$ cat src/rtl/regfile_wb_arbiter.sv
// regfile_wb_arbiter: serialises writeback rd/base-update writes through one register-file port, with forwarding
module regfile_wb_arbiter #(
    parameter int DEPTH = 4
) (
    input  logic        clk,
    input  logic        rst_n,
    input  logic        pri_valid,
    input  logic [3:0]  pri_addr,
    input  logic [31:0] pri_data,
    input  logic        sec_valid,
    input  logic [3:0]  sec_addr,
    input  logic [31:0] sec_data,
    output logic        stall,
    output logic        rf_w_en,
    output logic [3:0]  rf_w_addr,
    output logic [31:0] rf_w_data,
    input  logic [3:0]  qry_addr,
    output logic        qry_hit,
    output logic [31:0] qry_data
);
    localparam int PW = $clog2(DEPTH);
    localparam int CW = PW + 1;
    logic [3:0]    q_addr_q [DEPTH];
    logic [31:0]   q_data_q [DEPTH];
    logic [PW-1:0] head_q, head_d, tail_q, tail_d, tail_p1;
    logic [CW-1:0] count_q, count_d;
    logic          en_q, en_d;
    logic [3:0]    addr_q, addr_d;
    logic [31:0]   data_q, data_d;
    logic          pv, sv, take_q, enq_pri, enq_sec;
    assign stall     = count_q == CW'(DEPTH);
    assign rf_w_en   = en_q;
    assign rf_w_addr = addr_q;
    assign rf_w_data = data_q;
    // Order this cycle's work: queue head first, then primary, then secondary; the rest goes to the queue
    always_comb begin
        pv      = pri_valid & ~stall;
        sv      = sec_valid & ~stall & ~(pri_valid & (pri_addr == sec_addr));
        take_q  = count_q != '0;
        enq_pri = pv & take_q;
        enq_sec = sv & (take_q | pv);
        en_d    = take_q | pv | sv;
        addr_d  = take_q ? q_addr_q[head_q] : pv ? pri_addr : sv ? sec_addr : addr_q;
        data_d  = take_q ? q_data_q[head_q] : pv ? pri_data : sv ? sec_data : data_q;
        head_d  = head_q + PW'(take_q);
        tail_p1 = tail_q + PW'(1);
        tail_d  = tail_q + PW'(enq_pri) + PW'(enq_sec);
        count_d = count_q + CW'(enq_pri) + CW'(enq_sec) - CW'(take_q);
    end
    // Output register and queue bookkeeping; reset drops everything pending
    always_ff @(posedge clk) begin
        if (rst_n) begin
            en_q    <= 1'b0;
            addr_q  <= '0;
            data_q  <= '0;
            head_q  <= '0;
            tail_q  <= '0;
            count_q <= '0;
        end else begin
            en_q    <= en_d;
            addr_q  <= addr_d;
            data_q  <= data_d;
            head_q  <= head_d;
            tail_q  <= tail_d;
            count_q <= count_d;
        end
    end
    // Queue storage needs no reset: only entries counted by count_q are ever read
    always_ff @(posedge clk) begin
        if (enq_pri | enq_sec) begin
            q_addr_q[tail_q] <= enq_pri ? pri_addr : sec_addr;
            q_data_q[tail_q] <= enq_pri ? pri_data : sec_data;
        end
        if (enq_pri & enq_sec) begin
            q_addr_q[tail_p1] <= sec_addr;
            q_data_q[tail_p1] <= sec_data;
        end
    end
    // Forwarding: scan oldest to youngest so the youngest match overrides earlier ones
    always_comb begin
        qry_hit  = en_q & (addr_q == qry_addr);
        qry_data = qry_hit ? data_q : '0;
        for (int i = 0; i < DEPTH; i++) begin
            if (CW'(i) < count_q && q_addr_q[head_q + PW'(i)] == qry_addr) begin
                qry_hit  = 1'b1;
                qry_data = q_data_q[head_q + PW'(i)];
            end
        end
        if (pv && pri_addr == qry_addr) begin
            qry_hit  = 1'b1;
            qry_data = pri_data;
        end
        if (sv && sec_addr == qry_addr) begin
            qry_hit  = 1'b1;
            qry_data = sec_data;
        end
    end
endmodule

$ cat config.mk
export PLATFORM = sky130hd
export DESIGN_NAME = regfile_wb_arbiter
export DESIGN_NICKNAME = d
export VERILOG_FILES = /design/src/rtl/regfile_wb_arbiter.sv
export SDC_FILE = /design/constraint.sdc
export NUM_CORES = 1
export LEC_CHECK = 0
export ABC_AREA = 1
export ABC_CLOCK_PERIOD_IN_PS = 2900
export CORE_AREA = 3 3 169 171
export CTS_CLUSTER_SIZE = 16
export DETAILED_ROUTE_END_ITERATION = 8
export DIE_AREA = 0 0 172 174
export DONT_BUFFER_PORTS = 1
export PLACE_DENSITY = 0.72
export SLEW_MARGIN = 10
export SYNTH_ARGS = -nofsm -noshare
export SYNTH_HDL_FRONTEND = slang
export SYNTH_SLANG_ARGS = --single-unit
$ cat constraint.sdc
create_clock -name clk -period 2.9 [get_ports clk]
set_clock_uncertainty 0.05 [all_clocks]
set_input_delay 0.435 -clock clk [delete_from_list [all_inputs] [get_ports clk]]
set_output_delay 0.435 -clock clk [all_outputs]
set_load 0.01 [all_outputs]
[Word-level counts from Yosys, hierarchy flattened]
Memory sizes are Yosys's and may differ from the RTL's. A register that Yosys moved wholly into a read port is not among the register bits.
Index checks and enable logic that the tools add are counted.
Word-level totals
  flip-flop bits (word level): 44
  RAM bits: 144
  bits of input ports: 80
  memories: 2
Operators by class
  add/subtract/negate cells: 10
  magnitude comparators: 4
  equal/unequal tests: 9
  mux-type cells: 27
  bitwise logic cells: 13
  reduce and logical (&&, ||, !) cells: 8
Memories
  q_data_q: words 4, width 32, read ports 4, clocked after Yosys merged registers in 1, write ports 2, line 24  | logic [31:0] q_data_q [DEPTH];
  q_addr_q: words 4, width 4, read ports 4, clocked after Yosys merged registers in 1, write ports 2, line 23  | logic [3:0] q_addr_q [DEPTH];
Operators by type and width (count)
  32-bit 2-to-1 mux: 11
  4-bit == test: 8
  4-bit 2-to-1 mux: 4
  1-bit 2-to-1 mux: 10
  1-bit bitwise AND: 8
  2-bit by 1-bit adder with 2-bit output: 3
  3-bit by 1-bit adder with 3-bit output: 2
  1-bit logical AND: 6
  1-bit by 3-bit less-than comparator with 1-bit output, first input constant: 2
  2-bit by 3-bit less-than comparator with 1-bit output, first input constant: 2
  3-bit nonzero test: 2
  2-bit by 1-bit adder with 2-bit output, second input constant: 2
  2-bit adder, second input constant: 2
  2-bit 2-to-1 mux: 2
  3-bit == test, second input constant: 1
  1-bit OR: 3
  3-bit by 1-bit subtractor with 3-bit output: 1
  1-bit NOT: 2

[Logic depth before layout (Yosys ltp)]
  depth in word-level cells: 9
  mapped depth: 20
  gate-level depth less buffers: 17

[Worst setup path before layout]
No wires, ideal clock.
  path kind: input to register
  from: input port pri_valid
  to: memory q_addr_q[3][0] (enable)
  data arrival time: 2.482 ns
  setup slack: -0.026 ns
  cell stages on the path: 8
  path buffers: 2
  path through: clkinv_1 -> nor2_1 -> clkbuf_1 -> buf_1 -> inv_1 -> nand2_1 -> nand3_1 -> nand2_1
RTL lines
  from (decl): line 7  | input logic pri_valid,
  to (decl): line 23

[Worst setup path after layout]
  from: register head_q[0]
  to: output port qry_data[3]
Between the ends
  longest elaborated chain between the ends: 9
RTL lines
  from (decl): line 25  | logic [PW-1:0] head_q, head_d, tail_q, tail_d, tail_p1;
  from (signal assigned): line 56  | head_q <= '0;
  from (signal assigned): line 63  | head_q <= head_d;
  2-bit by 1-bit adder with 2-bit output: line 84, 86
  memory read 4 x 4 bit
  4-bit == test: line 84  | if (CW'(i) < count_q && q_addr_q[head_q + PW'(i)] == qry_addr) begin
  1-bit logical AND: line 84
  32-bit 2-to-1 mux (2 in series): line 84
  32-bit 2-to-1 mux *: line 84
  32-bit 2-to-1 mux *: line 89  | if (pv && pri_addr == qry_addr) begin
  32-bit 2-to-1 mux *: line 93  | if (sv && sec_addr == qry_addr) begin
  to (decl): line 19  | output logic [31:0] qry_data
Mark *: on every way between the ends. The rest lies on a longest branch, timed or not.

==> reports/qor.txt <==
Vias per cell = 6.11
Worst Path Class, Setup = reg -> out
Final Core Density = 62.9%
Mapped Nets = 2427
First-pass GRT wire length = 81200 µm
Num CTS Buffers = 17
Synth Register Bits = 188
Clock power share = 12.9%
Final #Nets = 2376
Layout cell share with drive strength beyond 1 = 11.1%
Ys async rst share = 0%
Max cap viols = 0
Internal power = 9.00 mW
Gr ovfl total = 0
Main combinational cell family by area after synthesis = simple AND/OR/NAND/NOR gates
Power Total = 18.5 mW
Net Switching = 9.46 mW
Crit-path cells = buf_12, inv_16, nand2_4, nand2_4, buf_4, nand3_2, nand2_1, nand2_1, nand2_2, nand3_4, buf_6, clkbuf_16, nor2_1, nor2_1, nand2_1, nand3_1, nand2_1, nand2_1, nand2_2
DR pass1 iterations = 6
Comb pwr share = 60.8%
Setup violators final = 33
Synth Area in Adders = 0.556%
RSZ-0062 raised after global routing = yes
Reg area = 5210 µm²
Crit-path slowest cell = dfxtp_4
FF-to-FF path depth = 16
Max VDD drop = 0.662 mV
Post-synthesis simple-gate area fraction = 30.1%
Post-DP HPWL = 33100 µm
Synth Area in Compound Gates = 20.8%
Clk pin slew, worst setup/hold paths = 0.07 ns
Slew Viols, Final = 0
Via count = 16171
Final ANT Viol Nets = 0
CP bufs+invs = 5
Portion of netlist area occupied by mux cells = 2.16%
Pwr Density = 1090 nW/µm²
RePlAce Congestion = 0.954
Drc violations = 0
Num rows = 60
Synth Flop Type = edfxtp_1
Failing checks = negative setup slack
Hold Crit Depth = 1
Final Hold Fails = 0
Mapped Area = 14800 µm²
Flop pwr share = 26.3%
Most used cell, CP = nand2_1
Share of the synthesized area in the top cell type = 29.1%
Slew @ Worst Pin = 0.823 ns
Top post-synthesis cells by area = edfxtp_1 29%, nand2_1 20%, o21ai_0 16%, dfxtp_1 5.9%, inv_1 5.2%
H-Tree Depth = 4
Vias in the first global route = 14645
Slew Limit Headroom = 45.2%
Cell Area, Placed = 15300 µm²
Startpoint Class = register
Sw frac = 51.2%
WL per Instance = 21.1 µm
Unique cell type count in the Yosys netlist = 30
Tot GR Track Use = 35.4%
Area grow syn2layout = 14.5%
CTS tree = built
Number of synthesized flops with an enable pin = 144
Lkg Pwr = 7.64 nW
Sequential area share after synthesis = 35.1%
Die Y = 174 µm
Mapped Avg Cell Area = 6.34 µm²
Clk Latency, worst-skew pair = 0.45 ns
Wirelength, routed = 55700 µm
Most frequent cells after synthesis = 797 x nand2_1, 466 x o21ai_0, 207 x inv_1
Core Area = 27000 µm²
Hold buffers post-CTS = 0
Iter 0 DRT Violations = 2419
CTS Buffer Depth = 2
Yosys warnings = 0
Worst path arrival time = 2.72 ns
Final period util = 111%
Initial core utilization = 54.9%
Root Buffer = clkbuf_16
Worst-path fanout max = 20
I/O Pins = 151
Run status = finished with violations
Die area = 29900 µm²
Port Buffers = 0
Setup crit end kind = primary output
Post-route cell area = 17000 µm²
Post-synth top area cell = edfxtp_1
Critical Path RT = 2.41 ns
Clk sinks = 188
Stages on worst setup path = 19
Die X = 172 µm
Xor and xnor area share after synthesis = 0.708%
Min-Delay Path Class = in -> reg
# fillers = 2430
Largest net degree at the start of global routing = 80
Initial antenna violation count = 0
Cells after Synth = 2341
Multi-input gate area = 8450 µm²
CP max stage delay = 0.38 ns
Fin crit period = 3.21 ns
Final WS setup = -0.305 ns
Most numerous cell in the Yosys netlist = nand2_1
Peak Freq = 312 MHz
Delay-heaviest family, CP = simple AND/OR/NAND/NOR gates
-- sequential cells by signal, indices dropped and copies added (netlist names) --
signal and count:
count_q 3, head_q 2, q_addr_q 16, q_data_q 128
rf_w_addr 4, rf_w_data 32, rf_w_en 1, tail_q 2
-- timing repair --
item / CTS / global route
setup buffers: 17 / 2
pin swaps: 24 / 25
gates resized for setup: 110 / 47
endpoints found under the setup margin: 33 / 33
gates cloned: 12 / 6
hold endpoints to repair: 0 / 0
-- final cells by class --
class | count | share of cell area (%)
Antenna cell | 1 | 0.0147
Clock buffer | 20 | 2.57
Clock inverter | 12 | 0.802
Inverter | 215 | 4.90
Multi-Input combinational cell | 1766 | 49.7
Sequential cell | 188 | 30.7
Tap cell | 341 | 2.51
Timing Repair Buffer | 102 | 8.80
-- metrics by stage --
| step | hold slack (ns) | instances | setup TNS, ns | worst slack, ns |
|---|---|---|---|---|
| CTS | 0.00648 | 2636 | -4.81 | -0.174 |
| global placement | 0.461 | 2575 | 0 | 0.224 |
| finish | 0.0216 | 2645 | -8.48 | -0.305 |
| floorplan | 0.489 | 2341 | 0 | 0.00143 |
| detailed placement | 0.460 | 2575 | 0 | 0.209 |
| global route | 0.00927 | 2644 | -12.08 | -0.423 |
-- cell families (layout without fill, tap and decap cells) --
logic type / after synthesis / after routing
xor+xnor: 12 / 12
simple gates: 1126 / 1126
fa+ha+maj: 6 / 6
buf+inv: 387 / 349
compound gates: 590 / 590
mux: 32 / 32
other cells: 0 / 1
flops: 188 / 188
-- power groups by stage --
stage / Sequential (mW) / Clock (mW) / Combinational (mW)
6_report: 4.86 / 2.38 / 11.2
3_5_place_dp: 4.84 / 0 / 9.49
2_1_floorplan: 4.51 / 0 / 6.95
5_1_grt: 4.95 / 2.49 / 12.2
4_1_cts: 4.79 / 2.37 / 10.5
3_3_place_gp: 4.82 / 0 / 9.29
-- placed cells by master, fill, tap and decap left out, types with 3 or more instances in the layout --
cell and instances:
o21ai_0 463, a21oi_1 40, buf_4 53, nand3_2 8, buf_12 21, edfxtp_1 144
o22ai_1 28, ha_1 5, nand2_2 56, bufbuf_16 4, o21ai_2 3, buf_6 6
mux2i_1 32, inv_2 4, nand3_1 90, nor2_1 146, nand2_4 5, dfxtp_1 41
nand4_1 35, clkbuf_16 23, xor2_1 10, o211ai_1 37, buf_16 12, nor2_2 33
nor2_4 7, clkbuf_1 3, nand2_1 737, o21ai_1 19, nand3b_1 3, clkinv_1 4
inv_1 205, inv_6 5
-- worst paths after layout --
kind / startpoint / end / slack, ns
worst min register to register: tail_q[1]$_SDFF_PP0_ / tail_q[1]$_SDFF_PP0_ / 0.56
worst max-delay path: head_q[0]$_SDFF_PP0_ / qry_data[3] / -0.31
worst min-delay path: rst_n / count_q[1]$_SDFF_PP0_ / 0.02
worst max register to register: count_q[0]$_SDFF_PP0_ / count_q[2]$_SDFF_PP0_ / 0.26
-- layer usage --
| layer | part of all wire, % | GRT usage [%] |
|---|---|---|
| met4 | 5.4 | 17.5 |
| met3 | 15 | 12.1 |
| met2 | 43 | 55.4 |
| met5 | 0 | 0 |
| met1 | 36 | 43.5 |
Note: power is estimated with default switching activity, not from simulation.
